<file path="src/rtl/norm_shift_if.sv">
// norm_shift_if: request/result bundle between a normalizer client and norm_shift_unit.
// Signals: start, data[31:0] (and cnt_ones when NORM_CLO_EN is defined) from client;
//          busy, done, result[31:0], count[5:0], zero back from the unit.
// Modports: master (client side), slave (unit side).
interface norm_shift_if;
    logic        start;
    logic [31:0] data;
`ifdef NORM_CLO_EN
    logic        cnt_ones;
`endif
    logic        busy;
    logic        done;
    logic [31:0] result;
    logic [5:0]  count;
    logic        zero;
`ifdef NORM_CLO_EN
    modport master (output start, data, cnt_ones, input busy, done, result, count, zero);
    modport slave  (input start, data, cnt_ones, output busy, done, result, count, zero);
`else
    modport master (output start, data, input busy, done, result, count, zero);
    modport slave  (input start, data, output busy, done, result, count, zero);
`endif
endinterface

</file>
<file path="src/rtl/norm_shift_unit.sv">
// norm_shift_unit: multi-cycle left normalizer, shifts up to STEP bits per cycle until bit 31 is set.
// Ports: clk, rst_n (async active-low), bus (norm_shift_if.slave):
//   in  start, data[31:0] (+ cnt_ones with NORM_CLO_EN)
//   out busy (SHIFT), done (one-cycle pulse), result = data << count, count 0..32, zero
// Optional feature: define NORM_CLO_EN to add cnt_ones, selecting leading-ones counting.
module norm_shift_unit #(
    parameter int STEP = 4
) (
    input logic         clk,
    input logic         rst_n,
    norm_shift_if.slave bus
);
    typedef enum logic [1:0] {IDLE, SHIFT, DONE} state_t;
    state_t      state_q, state_d;
    logic [31:0] work_q, work_d;
    logic [5:0]  count_q, count_d;
    logic        zero_q, zero_d;
    logic        ones_q, ones_d;
    logic        ones_in;
    logic        all_same;
    logic [STEP-1:0] top;
    int          k;
    if (STEP != 1 && STEP != 2 && STEP != 4 && STEP != 8) begin : g_bad_step
        $error("norm_shift_unit: STEP must be 1, 2, 4 or 8");
    end
`ifdef NORM_CLO_EN
    assign ones_in = bus.cnt_ones;
`else
    assign ones_in = 1'b0;
`endif
    // An operand made entirely of the counted bit value finishes without iterating.
    assign all_same = ones_in ? (&bus.data) : ~(|bus.data);
    // Inverting in ones mode lets a single leading-zero search serve both modes.
    assign top = work_q[31 -: STEP] ^ {STEP{ones_q}};
    always_comb begin
        k = STEP;
        for (int i = 0; i < STEP; i++)
            if (top[i]) k = STEP - 1 - i;
    end
    always_comb begin
        state_d = state_q;
        work_d  = work_q;
        count_d = count_q;
        zero_d  = zero_q;
        ones_d  = ones_q;
        if (bus.start && state_q != SHIFT) begin
            ones_d  = ones_in;
            zero_d  = all_same;
            work_d  = all_same ? 32'h0 : bus.data;
            count_d = all_same ? 6'd32 : 6'd0;
            state_d = all_same ? DONE : SHIFT;
        end else if (state_q == SHIFT) begin
            work_d  = work_q << k;
            count_d = count_q + 6'(k);
            state_d = (k < STEP) ? DONE : SHIFT;
        end else if (state_q == DONE) begin
            state_d = IDLE;
        end
    end
    always_ff @(posedge clk or negedge rst_n) begin
        if (!rst_n) begin
            state_q <= IDLE;
            work_q  <= 32'h0;
            count_q <= 6'd0;
            zero_q  <= 1'b0;
            ones_q  <= 1'b0;
        end else begin
            state_q <= state_d;
            work_q  <= work_d;
            count_q <= count_d;
            zero_q  <= zero_d;
            ones_q  <= ones_d;
        end
    end
    assign bus.busy   = (state_q == SHIFT);
    assign bus.done   = (state_q == DONE);
    assign bus.result = work_q;
    assign bus.count  = count_q;
    assign bus.zero   = zero_q;
endmodule
</file>
<file path="src/flat_wrapper.sv">
// flat-port wrapper written by rule: the top's interface ports become plain ports
module norm_shift_unit_flat 
#(
    parameter int STEP = 4
)
  (clk, rst_n, bus_start, bus_data, bus_busy, bus_done, bus_result, bus_count, bus_zero);
  norm_shift_if bus_i ();
  input logic clk;
  input logic rst_n;
  input wire logic [$bits(bus_i.start)-1:0] bus_start;
  input wire logic [$bits(bus_i.data)-1:0] bus_data;
  output wire logic [$bits(bus_i.busy)-1:0] bus_busy;
  output wire logic [$bits(bus_i.done)-1:0] bus_done;
  output wire logic [$bits(bus_i.result)-1:0] bus_result;
  output wire logic [$bits(bus_i.count)-1:0] bus_count;
  output wire logic [$bits(bus_i.zero)-1:0] bus_zero;
  assign bus_i.start = bus_start;
  assign bus_i.data = bus_data;
  assign bus_busy = bus_i.busy;
  assign bus_done = bus_i.done;
  assign bus_result = bus_i.result;
  assign bus_count = bus_i.count;
  assign bus_zero = bus_i.zero;
  norm_shift_unit #(.STEP(STEP)) u_core (.clk(clk), .rst_n(rst_n), .bus(bus_i));
endmodule
</file>
<file path="config.mk">
export PLATFORM = sky130hd
export DESIGN_NAME = norm_shift_unit_flat
export DESIGN_NICKNAME = d
export VERILOG_FILES = /design/src/rtl/norm_shift_if.sv /design/src/rtl/norm_shift_unit.sv /design/src/flat_wrapper.sv
export SDC_FILE = /design/constraint.sdc
export NUM_CORES = 1
export LEC_CHECK = 0
export CAP_MARGIN = 20
export CORE_MARGIN = 2
export CORE_UTILIZATION = 49
export DETAILED_ROUTE_END_ITERATION = 12
export PLACE_DENSITY = 0.83
export SYNTH_ARGS = -nofsm -noshare
export SYNTH_HDL_FRONTEND = slang
export SYNTH_SLANG_ARGS = --single-unit
</file>
<file path="constraint.sdc">
create_clock -name clk -period 2.9 [get_ports clk]
set_input_delay 0.29 -clock clk [delete_from_list [all_inputs] [get_ports clk]]
set_output_delay 0.29 -clock clk [all_outputs]
set_load 0.05 [all_outputs]
</file>
==> results.json, run 1 <==
{
  "synth_top_cell_area_share_pct": 35.27,
  "clock_skew_ns": 0.01026,
  "path_buf_inv": 2,
  "critical_path.endpoint": "u_core.bus.count[4]",
  "netlist_area_mm2": 0.002909,
  "drv_cap": 0,
  "critPathMaxFanout": 17,
  "drive_above_1_share_pct": 8.291,
  "switchingPower_mw": 2.811,
  "dp_cells": 466,
  "h-tree-depth": 2,
  "synth_warnings": 0,
  "maxSlewViolCount": 0,
  "drc": 0,
  "track_usage_pct": 29.49,
  "clock_sinks": 41,
  "n_antenna_cell": 0,
  "grt_pass1_wl_um": 14970,
  "crit_type": "register to register",
  "critPathArrivalTime_ns": 2.62,
  "worstMarginPinSlew_ns": 0.9736,
  "status": "finished, final reports clean",
  "synth_area_per_cell_um2": 8.869,
  "post-route-period-util_pct": 84.42,
  "ys_seq_area_share_pct": 35.27,
  "dieArea_mm2": 0.006569,
  "routedWlPerCell_um": 19.92,
  "path_common_cell": "inv_1",
  "holdBufCountCts": 0,
  "insertion_delay_ns": 0.30,
  "cellLeakagePower_nw": 1.513,
  "n_fill_cell": 498,
  "worst_slack_ns": 0.4518,
  "r2r_cells": 9,
  "dieWidth_um": 81.05,
  "rrSetupSlack_ns": 0.45,
  "first_global_vias": 2945,
  "antenna_found_initial": 0,
  "ant_nets": 0,
  "viasPerCell": 6.655,
  "slowest_stage": "dfrtp_1",
  "switching_share_pct": 53.35,
  "fp.dieH_um": 81.05,
  "ff_latch_area_mm2": 0.001026,
  "reg2reg_to": "u_core.bus.count[4]",
  "numCtsBuffers": 5,
  "gp_congestion": 0.8695,
  "cts_setup_buffers": 0,
  "io_buffers": 75,
  "crit_cells": 9,
  "clk_pin_slew_ns": 0.08,
  "synth-async-reset-ratio_pct": 100.0,
  "nets": 439,
  "synthFlopType": "dfrtp_1",
  "hp-class": "input pin to asynchronous set/reset pin",
  "rows": 28,
  "worst_hold_slack_ns": 0.1372,
  "netlist_instances": 328,
  "crit_path_start_kind": "register",
  "synth_cell_types": 51,
  "ys_ff_latch": 41,
  "cp_top_family": "flip-flops",
  "max_freq_mhz": 408.5,
  "coreArea_mm2": 0.005816,
  "cts_tree": "yes",
  "routed-via-count": 3148,
  "dr.pass1.iters": 7,
  "critical_path_required_ns": 3.07,
  "hpwl_um": 6636,
  "synth_edf_count": 0,
  "cts_resized": 0,
  "fin_setup_tns_ns": 0,
  "syn2layout_area_growth_pct": 30.71,
  "place_ws_ns": 0.4572,
  "floorplan.initialDensity_pct": 50.02,
  "slew_headroom_pct": 34.85,
  "min_period_ns": 2.448,
  "pwr-share-comb_pct": 67.4,
  "drt-initial-drc-count": 527,
  "p_per_area_mw_per_mm2": 1386,
  "peakVddDrop_mv": 0.9284,
  "yosysTopAreaCell": "dfrtp_1",
  "intPower_mw": 2.458,
  "r2r-start": "u_core.bus.result[30]",
  "num_io_pins": 76,
  "clk_path_buf_depth": 2,
  "critPathMaxStageDelay_ns": 0.67,
  "grt_setup_unrepaired": "false",
  "multi_input_area_mm2": 0.001713,
  "grt_start_max_net_pins": 42,
  "root_buffer": "clkbuf_8",
  "routed_wirelength_um": 9421,
  "instances_no_fill": 473,
  "pwr-share-seq_pct": 23.9,
  "yosys-top-cells-area": "dfrtp_1, mux2i_1, nand2_1",
  "crit_start": "u_core.bus.result[30]",
  "grt-ovfl-total": 0,
  "syn_nets": 369,
  "hold_viol": 0,
  "setup_viol": 0,
  "cp-end-kind": "register",
  "clkPwrFrac_pct": 8.7,
  "path_cells": "inv_1 > a21oi_4 > ha_1 > inv_1 > fa_1 > nor2b_1 > o21ai_0 > a21oi_1 > o22ai_1"
}
-- worst min-delay path by stage --
stage	start	to	slack (ns)	cells past startpoint
4_1_cts	rst_n	u_core.bus.result[22]	0.16	1
5_1_grt	rst_n	u_core.bus.result[21]	0.19	1
3_5_place_dp	rst_n	u_core.bus.result[27]	0.48	1
2_1_floorplan	rst_n	u_core.bus.count[0]	-0.006	0
6_report	rst_n	u_core.bus.result[25]	0.14	1
3_3_place_gp	u_core.bus.zero	u_core.bus.zero	0.47	2
-- power groups by stage --
stage                     combinational, mW  clock (mW)  sequential [mW]
after floorplan                        1.74           0             1.95
after global placement                 3.43           0             1.24
after CTS                              3.50       0.458             1.24
after global routing                   3.77       0.484             1.30
final                                  3.55       0.458             1.26
after detailed placement               3.47           0             1.25
-- cells in the mapped netlist, drive strengths merged (2+ instances only) --
| master | instances |
|---|---|
| o22ai | 3 |
| or2 | 3 |
| o221ai | 5 |
| nand4 | 3 |
| o2111ai | 3 |
| or3 | 2 |
| a211o | 3 |
| xnor2 | 2 |
| nand2 | 37 |
| buf | 12 |
| a221o | 2 |
| o2bb2ai | 2 |
| o21ai | 18 |
| mux2i | 21 |
| nor2 | 26 |
| nor4 | 8 |
| nand3 | 4 |
| ha | 5 |
| a22oi | 12 |
| a2bb2oi | 4 |
| inv | 12 |
| nand2b | 7 |
| nor3 | 2 |
| mux2 | 9 |
| a31oi | 4 |
| a22o | 5 |
| a21oi | 25 |
| o211ai | 13 |
| a21o | 3 |
| dfrtp | 41 |
| nor2b | 6 |
| clkbuf | 10 |
| a222oi | 6 |
-- layout by cell type, fill, tap and decap left out, types with 3 or more instances in the layout --
cell type and instances:
a222oi_1 6, nor4_1 8, o211ai_1 13, clkbuf_8 5, a22o_1 5, o21ai_0 17
a2bb2oi_1 4, ha_1 5, o2111ai_1 3, a211o_1 3, nand4_1 3, a31oi_1 4
mux2i_1 21, nor2b_1 6, or2_2 3, o22ai_1 3, inv_1 12, o221ai_1 5
a21oi_1 24, mux2_4 4, nor2_1 25, buf_4 10, clkdlybuf4s50_1 74, nand3_1 4
dfrtp_1 41, mux2_2 5, a21o_1 3, nand2b_1 6, a22oi_1 12, nand2_1 37
-- through the flow --
| stage | cell area (um^2) | total power, mW | util [%] |
|---|---|---|---|
| 3_3_place_gp | 3699 | 4.673 | 63.60 |
| 5_1_grt | 3802 | 5.556 | 65.38 |
| 2_1_floorplan | 2909 | 3.697 | - |
| 3_5_place_dp | 3699 | 4.716 | 63.60 |
| 6_report | 3802 | 5.269 | 65.38 |
| 4_1_cts | 3802 | 5.200 | 65.38 |
-- sequential cells by signal, summed over array words and instances (netlist names) --
name / flops
u_core.bus.count: 6
u_core.bus.result: 32
u_core.bus.zero: 1
u_core.state_q: 2
-- area by class of cell --
| type | instances | share of cell area (%) |
|---|---|---|
| Multi-Input combinational cell | 253 | 45.05 |
| Sequential cell | 41 | 26.98 |
| Timing Repair Buffer | 85 | 21.59 |
| Tap cell | 75 | 2.468 |
| Clock buffer | 5 | 1.810 |
| Inverter | 12 | 1.185 |
| Clock inverter | 2 | 0.9214 |
-- per-layer routing --
| layer | up-vias | GRT usage (%) | part of all wire [%] |
|---|---|---|---|
| met5 | - | 0 | 0 |
| met1 | 1480 | 41.48 | 41 |
| li1 | 1372 | - | - |
| met3 | 35 | 5.667 | 11 |
| met2 | 261 | 46.03 | 46 |
| met4 | 0 | 9.153 | 2.3 |
-- kinds of logic after synthesis --
group,after synthesis,share of synthesized area (%)
xor+xnor,2,0.6023
mux,30,11.23
fa+ha+maj,6,2.839
compound gates,115,28.00
flops,41,35.27
simple gates,100,16.22
buf+inv,34,5.849
(Power assumes the default switching activity.)
==> inputs of run 2 (changes only) <==
Settings changed: CORE_UTILIZATION 49 to 45, PLACE_DENSITY 0.83 to 0.81.
Clock period 2.9 ns to 2 ns, I/O delays scaled along.
==> results.json, run 2 (same netlist as run 1, synthesis figures left out) <==
{
  "post-route-period-util_pct": 100.4,
  "clk_path_buf_depth": 2,
  "status": "complete, but fails checks",
  "layout_common_cells": "clkdlybuf4s50_1, buf_4, dfrtp_1, nand2_1, nor2_1",
  "clock_skew_ns": 0.006674,
  "slew_headroom_pct": 59.86,
  "io_buffers": 75,
  "drc": 0,
  "utilization_pct": 67.92,
  "min_period_ns": 2.008,
  "max_freq_mhz": 497.9,
  "routed_wirelength_um": 10370,
  "gp_congestion": 0.8840,
  "setup_viol": 1,
  "insertion_delay_ns": 0.30,
  "intPower_mw": 4.158,
  "numCtsBuffers": 5,
  "rrSetupSlack_ns": -0.008,
  "grt_pass1_wl_um": 16080,
  "switching_share_pct": 50.77,
  "critPathArrivalTime_ns": 2.20,
  "crit_type": "register to register",
  "critical_path_required_ns": 2.19,
  "dr.pass1.iters": 6,
  "rows": 29,
  "n_fill_cell": 497,
  "critPathMaxStageDelay_ns": 0.45,
  "worstMarginPinSlew_ns": 0.6015,
  "num_io_pins": 76,
  "path_cells": "nand2b_4 > a21oi_4 > buf_12 > ha_4 > inv_2 > fa_2 > nor2b_1 > o21ai_1 > a21oi_1 > o22ai_1",
  "hp-class": "input pin to asynchronous set/reset pin",
  "cts_tree": "yes",
  "dieWidth_um": 84.40,
  "floorplan.initialDensity_pct": 46.08,
  "fp.dieH_um": 84.40,
  "pwr-share-seq_pct": 21.2,
  "h-tree-depth": 2,
  "clkPwrFrac_pct": 8.6,
  "routed-via-count": 3282,
  "multi_input_area_mm2": 0.001747,
  "pwr-share-comb_pct": 70.2,
  "violations": "setup timing",
  "cellLeakagePower_nw": 1.775,
  "worst_slack_ns": -0.008481,
  "viasPerCell": 6.299,
  "critPathMaxFanout": 6,
  "first_global_vias": 3089,
  "grt_start_max_net_pins": 23,
  "grt-ovfl-total": 0,
  "slowest_stage": "dfrtp_2",
  "root_buffer": "clkbuf_8",
  "place_ws_ns": -0.1058,
  "cp-end-kind": "register",
  "drv_cap": 0,
  "hpwl_um": 7322,
  "peakVddDrop_mv": 1.282,
  "path_buf_inv": 2,
  "nets": 484,
  "antenna_found_initial": 0,
  "ff_latch_area_mm2": 0.001030,
  "maxSlewViolCount": 0,
  "drt-initial-drc-count": 396,
  "dieArea_mm2": 0.007123,
  "clk_pin_slew_ns": 0.09,
  "n_antenna_cell": 0,
  "syn2layout_area_growth_pct": 47.40,
  "coreArea_mm2": 0.006314,
  "layout_commonest_cell": "clkdlybuf4s50_1",
  "cp_top_family": "adder cells",
  "hold_viol": 0,
  "grt_setup_unrepaired": "true",
  "clock_sinks": 41,
  "largest_reg_flops": 32,
  "crit_path_start_kind": "register",
  "power_mw": 8.445,
  "drive_above_1_share_pct": 20.72,
  "switchingPower_mw": 4.288,
  "track_usage_pct": 28.15,
  "p_per_area_mw_per_mm2": 1970,
  "ant_nets": 0,
  "routedWlPerCell_um": 19.90
}
-- run 2: cell types whose count changed in the layout (fill, tap and decap cells not counted), sizes merged --
cell           delta
buf              +46
clkdlybuf4s50     -3
clkbuf            +2
clkinv            -1
clkinvlp          +1
dlygate4sd3       +1
-- run 2: area by class of cell --
| cell class | instances | area share [%] |
|---|---|---|
| inverter | 12 | 1.050 |
| clock inverter | 2 | 0.8754 |
| sequential | 41 | 24.02 |
| multi-input combinational | 253 | 40.74 |
| timing repair buffer | 130 | 29.15 |
| tap | 77 | 2.247 |
| clock buffer | 6 | 1.926 |
-- run 2: worst paths after layout --
path                                            start               endpoint  depth (start not counted)
worst max-delay path            u_core.bus.result[29]    u_core.bus.count[4]                         10
worst min-delay path                            rst_n   u_core.bus.result[6]                          2
worst max register to register  u_core.bus.result[29]    u_core.bus.count[4]                         10
worst min register to register        u_core.bus.zero        u_core.bus.zero                          2
max in group asynchronous                       rst_n  u_core.bus.result[30]                          3
min in group clk                         bus_data[27]  u_core.bus.result[27]                          3
-- run 2: per-stage QoR --
step	instances	area (um^2)	setup TNS [ns]	hold slack, ns
after floorplan	328	2937	-1.314	-0.09559
after global placement	497	3970	-0.1369	0.1110
after detailed placement	497	3970	-0.1820	0.1085
after CTS	507	4139	0	0.3137
after global routing	521	4288	-0.2966	0.3421
final	521	4288	-0.008481	0.3171
-- run 2: layer usage --
metal	wire, um	global-route usage [%]
met4	244	8.225
met5	0	0
met2	4842	44.08
met3	973	5.605
met1	4307	39.76
-- run 2: timing repair --
item,4_1_cts,5_1_grt
hold buffers,1,0
gates cloned,0,1
buffers inserted,1,13
pin swaps,1,8
setup endpoints to repair,4,17
gates resized for setup,5,7
endpoints found under the hold margin,10,0
-- run 2: power by group through the flow --
stage	Sequential, mW	Clock [mW]	Combinational (mW)
global route	1.84	0.760	6.27
detailed placement	1.77	0	5.40
floorplan	2.84	0	2.56
finish	1.79	0.727	5.93
CTS	1.76	0.731	5.53
global placement	1.76	0	5.32
==> inputs of run 3 (changes only) <==
Settings changed: CORE_ASPECT_RATIO set to 1.25.
==> results.json, run 3 (same netlist as run 1, synthesis figures left out) <==
{
  "status": "finished, final reports clean",
  "drive_above_1_share_pct": 19.91,
  "clkPwrFrac_pct": 6.8,
  "grt_setup_unrepaired": "true",
  "viasPerCell": 6.297,
  "critPathArrivalTime_ns": 2.17,
  "critPathMaxFanout": 3,
  "crit_type": "register to register",
  "p_per_area_mw_per_mm2": 1933,
  "crit_path_start_kind": "register",
  "ant_nets": 0,
  "nets": 477,
  "post-route-period-util_pct": 99.11,
  "num_io_pins": 76,
  "clock_sinks": 41,
  "clk_pin_slew_ns": 0.08,
  "routed-via-count": 3287,
  "r2r_cells": 10,
  "routed_wirelength_um": 10020,
  "fp.dieH_um": 93.90,
  "track_usage_pct": 27.79,
  "r2r-start": "u_core.bus.result[29]",
  "syn2layout_area_growth_pct": 44.17,
  "grt_start_max_net_pins": 24,
  "antenna_found_initial": 0,
  "routedWlPerCell_um": 19.20,
  "switchingPower_mw": 4.225,
  "n_fill_cell": 503,
  "hpwl_um": 7234,
  "power_mw": 8.107,
  "pwr-share-seq_pct": 22.2,
  "coreArea_mm2": 0.006206,
  "clk_path_buf_depth": 2,
  "dr.pass1.iters": 9,
  "fin_setup_tns_ns": 0,
  "drc": 0,
  "path_cells": "nand2b_4 > a21oi_4 > buf_12 > ha_4 > inv_2 > fa_2 > nor2b_2 > o21ai_2 > a21oi_2 > o22ai_1",
  "path_buf_inv": 2,
  "drv_cap": 0,
  "dieArea_mm2": 0.007128,
  "max_freq_mhz": 504.5,
  "io_buffers": 75,
  "setup_viol": 0,
  "insertion_delay_ns": 0.30,
  "critical_path_required_ns": 2.18,
  "largest_reg_flops": 32,
  "slowest_stage": "dfrtp_2",
  "multi_input_area_mm2": 0.001762,
  "drt-initial-drc-count": 437,
  "hp-class": "input pin to asynchronous set/reset pin",
  "cts_tree": "yes",
  "root_buffer": "clkbuf_8",
  "critPathMaxStageDelay_ns": 0.43,
  "peakVddDrop_mv": 1.343,
  "worstMarginPinSlew_ns": 0.6875,
  "clock_skew_ns": 0.007000,
  "pwr-share-comb_pct": 71.0,
  "floorplan.initialDensity_pct": 46.88,
  "rows": 32,
  "h-tree-depth": 2,
  "grt-ovfl-total": 0,
  "grt_pass1_wl_um": 15880,
  "min_period_ns": 1.982,
  "dieWidth_um": 75.92,
  "first_global_vias": 3234,
  "ff_latch_area_mm2": 0.001030,
  "utilization_pct": 67.58,
  "reg2reg_to": "u_core.bus.count[4]",
  "n_antenna_cell": 0,
  "crit_cells": 10,
  "intPower_mw": 3.882,
  "rrSetupSlack_ns": 0.02,
  "hold_viol": 0,
  "maxSlewViolCount": 0,
  "cp-end-kind": "register",
  "gp_congestion": 0.8949,
  "cellLeakagePower_nw": 1.710,
  "layout_commonest_cell": "clkdlybuf4s50_1",
  "switching_share_pct": 52.11,
  "cp_top_family": "adder cells",
  "numCtsBuffers": 5,
  "slew_headroom_pct": 54.11,
  "layout_common_cells": "clkdlybuf4s50_1, buf_4, dfrtp_1, nand2_1"
}
==> run 3: changes by cell type in the layout (fill, tap and decap cells not counted), moves of 2 or more <==
| cell | delta |
|---|---|
| nor2_1 | -2 |
| buf_4 | -6 |
| clkbuf_1 | +3 |
| nor2_2 | +2 |
==> run 3: routing by layer <==
| layer | up-vias | GRT usage, % | wire, um |
|---|---|---|---|
| li1 | 1456 | - | - |
| met1 | 1568 | 33.93 | 3837 |
| met5 | - | 0 | 0 |
| met3 | 39 | 5.096 | 882 |
| met4 | 0 | 13.18 | 294 |
| met2 | 224 | 47.77 | 5007 |
==> run 3: worst reg2reg max path, stage by stage (launching register included) <==
cell and delay, ns:
dfrtp_2 0.43, nand2b_4 0.16, a21oi_4 0.20, buf_12 0.15, ha_4 0.13, inv_2 0.03
fa_2 0.35, nor2b_2 0.13, o21ai_2 0.07, a21oi_2 0.13, o22ai_1 0.07
==> run 3: final cells by class <==
class / count / share of cell area, %
Clock buffer: 8 / 1.909
Timing Repair Buffer: 123 / 27.92
Sequential cell: 41 / 24.55
Multi-Input combinational cell: 253 / 42.00
Tap cell: 85 / 2.536
Inverter: 12 / 1.074
==> run 3: through the flow <==
stage          worst slack, ns  hold slack, ns  cells  instance area, um^2
2_1_floorplan          -0.3358        -0.09559    328                 2937
3_3_place_gp           -0.1498          0.2000    502                 3970
3_5_place_dp           -0.1459          0.2022    502                 3970
4_1_cts               -0.01217          0.4181    513                 4089
5_1_grt               -0.06870          0.4517    522                 4194
6_report               0.01773          0.3982    522                 4194
==> run 3: repair_timing <==
item	CTS	global route
gates cloned	0	0
hold buffers	1	0
setup buffers	2	10
setup endpoints to repair	7	18
pin swaps	3	15
resized for setup	4	11
endpoints found under the hold margin	19	0
==> run 3: power groups by stage <==
stage	clock network, mW	registers [mW]	logic (mW)
2_1_floorplan	0	2.84	2.56
3_3_place_gp	0	1.78	5.31
3_5_place_dp	0	1.78	5.41
4_1_cts	0.545	1.77	5.49
5_1_grt	0.577	1.85	6.09
6_report	0.551	1.80	5.75
==> run 3: worst max-delay path by stage <==
stage | from | to
2_1_floorplan | u_core.bus.result[29] | u_core.bus.count[4]
3_3_place_gp | bus_data[25] | u_core.bus.result[30]
3_5_place_dp | bus_data[25] | u_core.bus.result[30]
4_1_cts | u_core.bus.result[29] | u_core.bus.result[21]
5_1_grt | u_core.bus.result[29] | u_core.bus.count[4]
6_report | u_core.bus.result[29] | u_core.bus.count[4]
